File: src/rtl/wisc_mem_pkg.sv
// Shared types and widths for the unified-memory arbiter and the memory model.
// The arbiter FSM states live here so benches and debug tooling can decode them.
package wisc_mem_pkg;

    localparam int WISC_ADDR_W = 16;
    localparam int WISC_DATA_W = 16;

    typedef enum logic [2:0] {
        ST_IDLE  = 3'd0,
        ST_ISSUE = 3'd1,
        ST_WAIT  = 3'd2,
        ST_RESP  = 3'd3,
        ST_ERR   = 3'd4
    } mem_arb_state_t;

endpackage

File: src/rtl/mem_arb_ctrl_if.sv
// Handshake bus between the arbiter (master) and the single-port unified memory (slave).
interface mem_arb_ctrl_if
    import wisc_mem_pkg::*;
#(
    parameter int ADDR_W = WISC_ADDR_W,
    parameter int DATA_W = WISC_DATA_W
) ();

    logic              m_en;
    logic              m_wr;
    logic [ADDR_W-1:0] m_addr;
    logic [DATA_W-1:0] m_wdata;
    logic [DATA_W-1:0] m_rdata;
    logic              m_stall;
    logic              m_done;

    modport master (
        output m_en, m_wr, m_addr, m_wdata,
        input  m_rdata, m_stall, m_done
    );

    modport slave (
        input  m_en, m_wr, m_addr, m_wdata,
        output m_rdata, m_stall, m_done
    );

endinterface

File: src/rtl/mem_timeout_ctr.sv
// Clearable saturating wait counter; hit flags the increment that reaches TIMEOUT,
// so the owner can leave its wait state on that same edge.
module mem_timeout_ctr #(
    parameter int TIMEOUT = 15
) (
    input  logic clk,
    input  logic rst_n,
    input  logic clr,
    input  logic inc,
    output logic hit
);

    localparam int CW = $clog2(TIMEOUT + 1);
    localparam logic [CW-1:0] LIMIT = CW'(TIMEOUT);
    localparam logic [CW-1:0] LAST  = CW'(TIMEOUT - 1);

    logic [CW-1:0] count;

    always_ff @(posedge clk or negedge rst_n) begin
        if (!rst_n) begin
            count <= '0;
        end else if (clr) begin
            count <= '0;
        end else if (inc && (count != LIMIT)) begin
            count <= count + 1'b1;
        end
    end

    assign hit = inc && (count == LAST);

endmodule

File: src/rtl/mem_arb_ctrl.sv
// Arbiter/sequencer sharing the single-port unified memory between fetch and data stages.
// Data requests win over fetches; one access is in flight at a time.
module mem_arb_ctrl
    import wisc_mem_pkg::*;
#(
    parameter int ADDR_W  = WISC_ADDR_W,
    parameter int DATA_W  = WISC_DATA_W,
    parameter int TIMEOUT = 15
) (
    input  logic              clk,
    input  logic              rst_n,
    input  logic              if_req,
    input  logic [ADDR_W-1:0] if_addr,
    output logic [DATA_W-1:0] if_rdata,
    output logic              if_valid,
    input  logic              d_rd,
    input  logic              d_wr,
    input  logic [ADDR_W-1:0] d_addr,
    input  logic [DATA_W-1:0] d_wdata,
    output logic [DATA_W-1:0] d_rdata,
    output logic              d_valid,
    mem_arb_ctrl_if.master    mem,
    output logic              pipe_stall,
    output logic              err
);

    mem_arb_state_t    state;
    mem_arb_state_t    state_nxt;

    logic [1:0]        rst_pipe;
    logic              rst_int_n;

    logic              d_any;
    logic              issue_en;
    logic              ctr_inc;
    logic              ctr_hit;

    logic              lat_data;
    logic              lat_wr;
    logic [ADDR_W-1:0] lat_addr;
    logic [DATA_W-1:0] lat_wdata;

    // Assertion is immediate, release is aligned to clk after two edges.
    always_ff @(posedge clk or negedge rst_n) begin
        if (!rst_n) begin
            rst_pipe <= '0;
        end else begin
            rst_pipe <= {rst_pipe[0], 1'b1};
        end
    end

    assign rst_int_n = rst_pipe[1];

    assign d_any = d_rd | d_wr;

    // NOTE: sequential state uses non-blocking (<=) so every flop samples pre-edge values.
    always_ff @(posedge clk or negedge rst_int_n) begin
        if (!rst_int_n) begin
            state <= ST_IDLE;
        end else begin
            state <= state_nxt;
        end
    end

    // NOTE: every signal written in an always_comb gets a default first, so no latch is inferred.
    always_comb begin
        state_nxt = state;
        case (state)
            ST_IDLE:  if (d_any || if_req) state_nxt = ST_ISSUE;
            ST_ISSUE: if (!mem.m_stall)    state_nxt = ST_WAIT;
            ST_WAIT: begin
                if (mem.m_done) begin
                    state_nxt = ST_RESP;
                end else if (ctr_hit) begin
                    state_nxt = ST_ERR;
                end
            end
            ST_RESP:  state_nxt = ST_IDLE;
            ST_ERR:   state_nxt = ST_ERR;
            default:  state_nxt = ST_IDLE;
        endcase
    end

    always_comb begin
        issue_en = 1'b0;
        ctr_inc  = 1'b0;
        if_valid = 1'b0;
        d_valid  = 1'b0;
        err      = 1'b0;
        case (state)
            ST_ISSUE: issue_en = ~mem.m_stall;
            ST_WAIT:  ctr_inc  = ~mem.m_done;
            ST_RESP: begin
                if_valid = ~lat_data;
                d_valid  = lat_data;
            end
            ST_ERR:   err = 1'b1;
            default:  ;
        endcase
    end

    // Request latch: a write with d_rd also high is still a write.
    always_ff @(posedge clk or negedge rst_int_n) begin
        if (!rst_int_n) begin
            lat_data  <= 1'b0;
            lat_wr    <= 1'b0;
            lat_addr  <= '0;
            lat_wdata <= '0;
        end else if (state == ST_IDLE) begin
            if (d_any) begin
                lat_data  <= 1'b1;
                lat_wr    <= d_wr;
                lat_addr  <= d_addr;
                lat_wdata <= d_wdata;
            end else if (if_req) begin
                lat_data  <= 1'b0;
                lat_wr    <= 1'b0;
                lat_addr  <= if_addr;
            end
        end
    end

    // Read data is captured only for the requester that owns the access; writes leave both untouched.
    always_ff @(posedge clk or negedge rst_int_n) begin
        if (!rst_int_n) begin
            if_rdata <= '0;
            d_rdata  <= '0;
        end else if ((state == ST_WAIT) && mem.m_done) begin
            if (!lat_data) begin
                if_rdata <= mem.m_rdata;
            end else if (!lat_wr) begin
                d_rdata <= mem.m_rdata;
            end
        end
    end

    mem_timeout_ctr #(
        .TIMEOUT (TIMEOUT)
    ) u_timeout_ctr (
        .clk   (clk),
        .rst_n (rst_int_n),
        .clr   (issue_en),
        .inc   (ctr_inc),
        .hit   (ctr_hit)
    );

    assign mem.m_en    = issue_en;
    assign mem.m_wr    = lat_wr;
    assign mem.m_addr  = lat_addr;
    assign mem.m_wdata = lat_wdata;

    assign pipe_stall = err | (d_any & ~d_valid) | (if_req & ~if_valid);

endmodule

File: src/flat_wrapper.sv
// flat-port wrapper written by rule: the top's interface ports become plain ports
module mem_arb_ctrl_flat import wisc_mem_pkg::*;
#(
    parameter int ADDR_W  = WISC_ADDR_W,
    parameter int DATA_W  = WISC_DATA_W,
    parameter int TIMEOUT = 15
)
  (clk, rst_n, if_req, if_addr, if_rdata, if_valid, d_rd, d_wr, d_addr, d_wdata, d_rdata, d_valid, pipe_stall, err, mem_m_en, mem_m_wr, mem_m_addr, mem_m_wdata, mem_m_rdata, mem_m_stall, mem_m_done);
  mem_arb_ctrl_if #(.ADDR_W(ADDR_W), .DATA_W(DATA_W)) mem_i ();
  input  logic clk;
  input  logic rst_n;
  input  logic if_req;
  input  logic [ADDR_W-1:0] if_addr;
  output logic [DATA_W-1:0] if_rdata;
  output logic if_valid;
  input  logic d_rd;
  input  logic d_wr;
  input  logic [ADDR_W-1:0] d_addr;
  input  logic [DATA_W-1:0] d_wdata;
  output logic [DATA_W-1:0] d_rdata;
  output logic d_valid;
  output logic pipe_stall;
  output logic err;
  output wire logic [$bits(mem_i.m_en)-1:0] mem_m_en;
  output wire logic [$bits(mem_i.m_wr)-1:0] mem_m_wr;
  output wire logic [$bits(mem_i.m_addr)-1:0] mem_m_addr;
  output wire logic [$bits(mem_i.m_wdata)-1:0] mem_m_wdata;
  input wire logic [$bits(mem_i.m_rdata)-1:0] mem_m_rdata;
  input wire logic [$bits(mem_i.m_stall)-1:0] mem_m_stall;
  input wire logic [$bits(mem_i.m_done)-1:0] mem_m_done;
  assign mem_m_en = mem_i.m_en;
  assign mem_m_wr = mem_i.m_wr;
  assign mem_m_addr = mem_i.m_addr;
  assign mem_m_wdata = mem_i.m_wdata;
  assign mem_i.m_rdata = mem_m_rdata;
  assign mem_i.m_stall = mem_m_stall;
  assign mem_i.m_done = mem_m_done;
  mem_arb_ctrl #(.ADDR_W(ADDR_W), .DATA_W(DATA_W), .TIMEOUT(TIMEOUT)) u_core (.clk(clk), .rst_n(rst_n), .if_req(if_req), .if_addr(if_addr), .if_rdata(if_rdata), .if_valid(if_valid), .d_rd(d_rd), .d_wr(d_wr), .d_addr(d_addr), .d_wdata(d_wdata), .d_rdata(d_rdata), .d_valid(d_valid), .mem(mem_i), .pipe_stall(pipe_stall), .err(err));
endmodule
File: config.mk
export PLATFORM = sky130hd
export DESIGN_NAME = mem_arb_ctrl_flat
export DESIGN_NICKNAME = d
export VERILOG_FILES = /design/src/rtl/wisc_mem_pkg.sv /design/src/rtl/mem_arb_ctrl_if.sv /design/src/rtl/mem_timeout_ctr.sv /design/src/rtl/mem_arb_ctrl.sv /design/src/flat_wrapper.sv
export SDC_FILE = /design/constraint.sdc
export NUM_CORES = 1
export LEC_CHECK = 0
export CAP_MARGIN = 0
export CORE_UTILIZATION = 38
export DETAILED_ROUTE_END_ITERATION = 6
export HOLD_SLACK_MARGIN = 0.05
export PLACE_DENSITY = 0.76
export SLEW_MARGIN = 10
export SYNTH_ARGS = -nofsm -noshare
export SYNTH_HDL_FRONTEND = slang
export SYNTH_HIERARCHICAL = 1
export SYNTH_SLANG_ARGS = --single-unit
File: constraint.sdc
create_clock -name clk -period 2.1 [get_ports clk]
set_input_delay 0.42 -clock clk [delete_from_list [all_inputs] [get_ports clk]]
set_output_delay 0.42 -clock clk [all_outputs]
set_load 0.02 [all_outputs]
==> reports/metrics.yaml, run 1 <==
layout-drive-gt1-share_pct: 28.42
finClkSkew_ps: 5.442
grt_max_degree: 49
power.switching_mw: 2.565
yosys_warnings: 6
min_period_over_period_pct: 99.31
grt_pass1_wl_mm: 11.92
syn_to_final_growth_pct: 58.43
cts-root-buf: "clkbuf_8"
start_kind: "flip-flop"
die_y_um: 94.62
p_clk_share_pct: 17.4
cts-hold-fix-buffers: 0
fillCellCount: 651
nets: 448
required_ps: 1680
power.internal_mw: 4.974
synthTopCellsByArea: "dfrtp_1 58%, mux2_2 17%, mux2_1 8.3%"
power.density_nw_per_um2: 1460
sw_frac_of_total_pct: 34.02
wire_per_inst_um: 15.47
htree_levels: 3
finalHoldViolCount: 0
grt_overflow: 0
seq_area_frac_synth_pct: 57.58
numCtsBuffers: 9
hpwl_mm: 5.680
crit_type: "reg2out"
cts_max_path_buffers: 2
synth_edf_count: 0
seq_power_share_pct: 32.9
clk_latency_ps: 330
wirelength_mm: 7.502
gp_congestion: 0.7624
cp.arrival_ps: 1670
buffer_ports.inserted: 140
r2r_end: "u_core/u_timeout_ctr/count[1]"
cts_sinks: 75
slew_violations: 0
stdcell_area_um2: 5164
clock.fmax_mhz: 479.5
reg2reg_depth: 7
whs_ps: 96.41
ys.flop_type: "dfrtp_1"
placed_area_um2: 4902
die_w_um: 94.62
routed_via_density: 4.792
reg2reg_slack_ps: 290
syn_nets: 288
layout_commonest_cell: "clkdlybuf4s50_1"
cp_max_fo: 4
synth_seq_cells: 75
num_vias: 2324
yosysTopAreaCell: "dfrtp_1"
hp-class: "reg2async"
clkTransAtPathRegs_ps: 80
cts_tree: "built"
cap_viol_max_count: 0
mostFrequentLayoutCells: "135 x clkdlybuf4s50_1, 74 x dfrtp_1, 48 x mux2_2, 24 x mux2_1, 15 x buf_4"
antenna_found_initial: 0
n_antenna_cell: 0
ys_types: 38
first_iter_violations: 18
yosysTopAreaCellShare_pct: 57.58
first_pass_iters: 3
combPwrFrac_pct: 49.7
antenna_left: 0
async_flop_share_pct: 100.0
drc: 0
final-setup-viol-count: 0
r2r-start: "u_core/state[1]"
grt_setup_unrepaired: "yes"
syn_avg_cell_area_um2: 15.16
synth_area_um2: 3259
die_area_um2: 8952
ir_drop_mv: 0.5923
core-area_um2: 8258
fin_crit_ps: 2086
total_power_mw: 7.539
status: "finished, final reports clean"
end_kind: "primary output"
num_io_pins: 141
track_usage_pct: 17.73
syn_inst: 215
rows: 33
initial_core_util_pct: 39.47
grt_pass1_vias: 2387
p_leak_nw: 2.215
[cells in the mapped netlist (2+ instances only)]
cell type,instances
dfrtp_1,75
mux2_2,48
mux2_1,24
mux2_4,11
nor2_1,8
buf_2,5
inv_1,4
buf_6,3
nor2b_1,3
a21oi_1,2
ha_1,2
nor3_1,2
nor4_1,2
o21ai_0,2
[worst max path at each step]
| stage | start | end | slack, ps | cells after the start |
|---|---|---|---|---|
| floorplan | u_core/state[2] | pipe_stall | 110 | 3 |
| global placement | d_wr | pipe_stall | -340 | 5 |
| detailed placement | d_wr | u_core/mem.m_addr[1] | -380 | 4 |
| CTS | u_core/state[2] | pipe_stall | -50 | 4 |
| global route | u_core/state[2] | pipe_stall | -50 | 4 |
| finish | u_core/state[2] | pipe_stall | 10 | 4 |
[cells by family after synthesis]
group / after synthesis / synth area share, %
fa+ha+maj: 2 / 0.7676
flops: 75 / 57.58
buf+inv: 15 / 2.725
other cells: 1 / 0.1151
simple gates: 31 / 6.872
mux: 83 / 29.94
compound gates: 8 / 1.996
[metrics by stage]
step	TNS [ps]	instances	setup WS, ps	utilization [%]
after detailed placement	-10350	468	-380.3	59.36
after global routing	-48.55	485	-48.55	62.53
after floorplan	0	215	112.8	-
after global placement	-8837	468	-340.3	59.36
final	0	485	14.47	62.53
after CTS	-51.64	485	-51.64	62.50
[worst max-delay path, stage by stage (launching register included)]
cell and delay, ps:
dfrtp_1 410, nand3b_1 220, o21ai_1 170, or3b_4 390, buf_6 140
[repair_timing]
item	in CTS	in global routing
pin swaps	1	1
buffers inserted	1	0
resized for setup	9	9
endpoints found under the setup margin	17	4
hold endpoints to repair	0	0
[area by class of cell]
type                    count  area (um^2)  share of cell area (%)
inverters                   5        18.77                  0.3635
flip-flops and latches     75         1878                   36.37
clock inverters             6        113.9                   2.205
multi-input cells         125         1308                   25.32
repair buffers            159         1587                   30.72
well taps                 105        131.4                   2.544
clock buffers              10        127.6                   2.472
[metal layers]
metal  vias up  track usage, %  wire length, um
met5         -               0                0
met3         7           5.314              586
met2        96           27.16             3510
met4         0           6.439               85
met1      1134           23.74             3320
li1       1087               -                -
[state kept, by name (all words and copies together) (netlist names)]
| name | cells |
|---|---|
| u_core/u_timeout_ctr/count | 4 |
| u_core/mem.m_addr | 16 |
| u_core/if_rdata | 16 |
| u_core/mem.m_wdata | 16 |
| u_core/rst_pipe | 2 |
| u_core/state | 3 |
| u_core/lat_data | 1 |
| u_core/mem.m_wr | 1 |
| u_core/d_rdata | 16 |
[power by group through the flow]
stage                     sequential (mW)  clock, mW  combinational, mW
final                                2.48       1.31               3.75
after global routing                 2.58       1.42               3.98
after CTS                            2.49       1.35               3.78
after detailed placement             2.51          0               3.74
after global placement               2.49          0               3.67
after floorplan                      3.27          0               1.21
Note: power is estimated with default switching activity, not from simulation.
==> run 2, diff against run 1 <==
--- a/config.mk
+++ b/config.mk
@@ -7,9 +7,11 @@
 export LEC_CHECK = 0
 export CAP_MARGIN = 0
 export CORE_UTILIZATION = 38
+export CTS_CLUSTER_DIAMETER = 120
 export DETAILED_ROUTE_END_ITERATION = 6
 export HOLD_SLACK_MARGIN = 0.05
-export PLACE_DENSITY = 0.76
+export PLACE_DENSITY = 0.84
+export SETUP_SLACK_MARGIN = 0.4
 export SLEW_MARGIN = 10
 export SYNTH_ARGS = -nofsm -noshare
 export SYNTH_HDL_FRONTEND = slang
==> run 2 against run 1 <==
  * Final cell count rose by 1.0%
  * Hold slack better by 140 ps
  * Sequential cell count stayed put
  * Sequential share of layout area down 0.79 points
  * First-iteration DRC count rose by 100%
  * Fmax up 1.2%
  * Total power shrank 3.7%
  * Critical path depth unchanged
  * Clock power shrank 8%
  * Highest routed layer unchanged
==> reports/metrics.yaml, run 2 (synthesized netlist as in run 1, its figures left out) <==
status: "finished, final reports clean"  # unchanged
grt_max_degree: 74  # was 49
reg2reg_slack_ps: 200  # was 290 ps
die_area_um2: 8952  # unchanged
start_kind: "flip-flop"  # unchanged
r2r_end: "u_core/d_rdata[9]"  # was u_core/u_timeout_ctr/count[1]
cp.arrival_ps: 1640  # was 1670 ps
rows: 33  # unchanged
first_iter_violations: 36  # was 18
min_period_over_period_pct: 98.09  # was 99.31%
cap_viol_max_count: 0  # unchanged
fin_tns_setup_ps: 0  # unchanged
grtUsageMet3_pct: 6.763  # was 5.314%
buffer_ports.inserted: 140  # unchanged
cp_slowest_cell: "dfrtp_1"  # unchanged
grt_overflow: 0  # unchanged
clk_latency_ps: 340  # was 330 ps
final-setup-viol-count: 0  # unchanged
grt_pass1_wl_mm: 13.09  # was 11.92 mm
gp_congestion: 0.7780  # was 0.7624
die_w_um: 94.62  # unchanged
required_ps: 1680  # about the same
power.density_nw_per_um2: 1376  # was 1460 nW/um^2
layout_commonest_cell: "dfrtp_1"  # was clkdlybuf4s50_1
busiest_layer: "met2"  # unchanged
stdcell_area_um2: 5279  # was 5164 um^2
hpwl_mm: 5.638  # was 5.680 mm
grt_use_met2_pct: 33.09  # was 27.16%
clock.fmax_mhz: 485.5  # was 479.5 MHz
crit_chain: "and4b_2 > nor2_1 > or3b_4 > buf_6"  # was nand3b_1 > o21ai_1 > or3b_4 > buf_6
cts_tree: "built"  # unchanged
cp_max_fo: 4  # unchanged
finClkSkew_ps: 6.155  # was 5.442 ps
r2r-start: "u_core/state[0]"  # was u_core/state[1]
nets: 453  # was 448
numCtsBuffers: 9  # unchanged
layout-drive-gt1-share_pct: 34.55  # was 28.42%
crit_type: "reg2out"  # unchanged
track_usage_pct: 19.60  # was 17.73%
total_power_mw: 7.263  # was 7.539 mW
fillCellCount: 637  # was 651
end_kind: "primary output"  # unchanged
placed_area_um2: 4907  # was 4902 um^2
slew_violations: 0  # unchanged
fin_crit_ps: 2060  # was 2086 ps
cts-root-buf: "clkbuf_8"  # unchanged
ir_drop_mv: 0.6360  # was 0.5923 mV
antenna_found_initial: 0  # unchanged
n_antenna_cell: 0  # unchanged
reg2reg_depth: 6  # was 7
grt_setup_unrepaired: "yes"  # unchanged
clkTransAtPathRegs_ps: 80  # about the same
cts_sinks: 75  # unchanged
max_stage_delay_ps: 420  # was 410 ps
routed_via_density: 4.906  # was 4.792
grt_pass1_vias: 2536  # was 2387
num_vias: 2404  # was 2324
drc: 0  # unchanged
die_y_um: 94.62  # unchanged
p_leak_nw: 2.408  # was 2.215 nW
wire_per_inst_um: 16.94  # was 15.47 um
gr-usage-met1_pct: 23.81  # was 23.74%
cts_max_path_buffers: 2  # unchanged
first_pass_iters: 4  # was 3
initial_core_util_pct: 39.47  # unchanged
syn_to_final_growth_pct: 61.96  # was 58.43%
core-area_um2: 8258  # unchanged
num_io_pins: 141  # unchanged
hp-class: "in2async"  # was reg2async
finalHoldViolCount: 0  # unchanged
mostFrequentLayoutCells: "74 x dfrtp_1, 67 x clkdlybuf4s50_1, 67 x dlygate4sd2_1, 46 x mux2_2, 19 x mux2_4"  # was 135 x clkdlybuf4s50_1, 74 x dfrtp_1, 48 x mux2_2, 24 x mux2_1, 15 x buf_4
wirelength_mm: 8.300  # was 7.502 mm
htree_levels: 3  # unchanged
antenna_left: 0  # unchanged
## run 2: changes by cell type in the layout (fill, tap and decap cells not counted), moves of 2 or more
cell             delta
mux2_4              +8
or4_4               +2
buf_6               +5
mux2_1              -6
nor2_4              +2
clkdlybuf4s50_1    -68
dlygate4sd2_1      +66
mux2_2              -2
## run 2: worst max path at each step
| stage | from | endpoint | slack (ps) | depth (start not counted) |
|---|---|---|---|---|
| 4_1_cts | u_core/state[2] | pipe_stall | 30 | 4 |
| 2_1_floorplan | u_core/state[2] | u_core/u_timeout_ctr/count[0] | 300 | 4 |
| 5_1_grt | u_core/state[2] | pipe_stall | -50 | 4 |
| 3_5_place_dp | d_wr | u_core/mem.m_addr[10] | -400 | 4 |
| 3_3_place_gp | d_wr | u_core/mem.m_addr[0] | -370 | 4 |
| 6_report | u_core/state[2] | pipe_stall | 40 | 4 |
## run 2: area by class of cell
| cell class | instances | area [um^2] | area share, % |
|---|---|---|---|
| Inverter | 5 | 18.77 | 0.3555 |
| Timing Repair Buffer | 162 | 1575 | 29.84 |
| Tap cell | 105 | 131.4 | 2.489 |
| Clock buffer | 10 | 127.6 | 2.418 |
| Clock inverter | 6 | 90.09 | 1.707 |
| Multi-Input combinational cell | 127 | 1458 | 27.61 |
| Sequential cell | 75 | 1878 | 35.58 |
## run 2: repair_timing
item	in CTS	in global routing
hold buffers	0	0
pin swaps	8	5
endpoints found under the setup margin	141	49
resized for setup	114	16
buffers inserted	4	0
cloned	4	0
## run 2: worst max-delay path: cells and delay by family (launching register included)
| family | cells | cell delay, ps |
|---|---|---|
| buf+inv | 1 | 140 |
| flops | 1 | 420 |
| simple gates | 3 | 740 |
## run 2: power by group
part	switching [mW]	internal (mW)	total, mW
Combinational	1.79	1.80	3.59
Clock	0.529	0.672	1.20
Sequential	0.350	2.12	2.47
Total	2.67	4.59	7.26
## run 2: per-layer routing
metal  wire (um)  vias up  share of wire [%]
met2        4109       97                 50
met1        3489     1196                 42
met5           0        -                  0
met3         645        4                7.8
met4          55        0               0.66
li1            -     1107                  -
## run 2: through the flow
step	instances	utilization [%]	setup WS, ps	hold WS, ps
after detailed placement	466	59.42	-400.3	307.5
after floorplan	215	-	295.2	124.4
final	490	63.92	40.06	239.2
after global placement	466	59.42	-368.3	304.9
after global routing	490	63.92	-53.32	212.1
after CTS	490	63.30	31.72	225.3
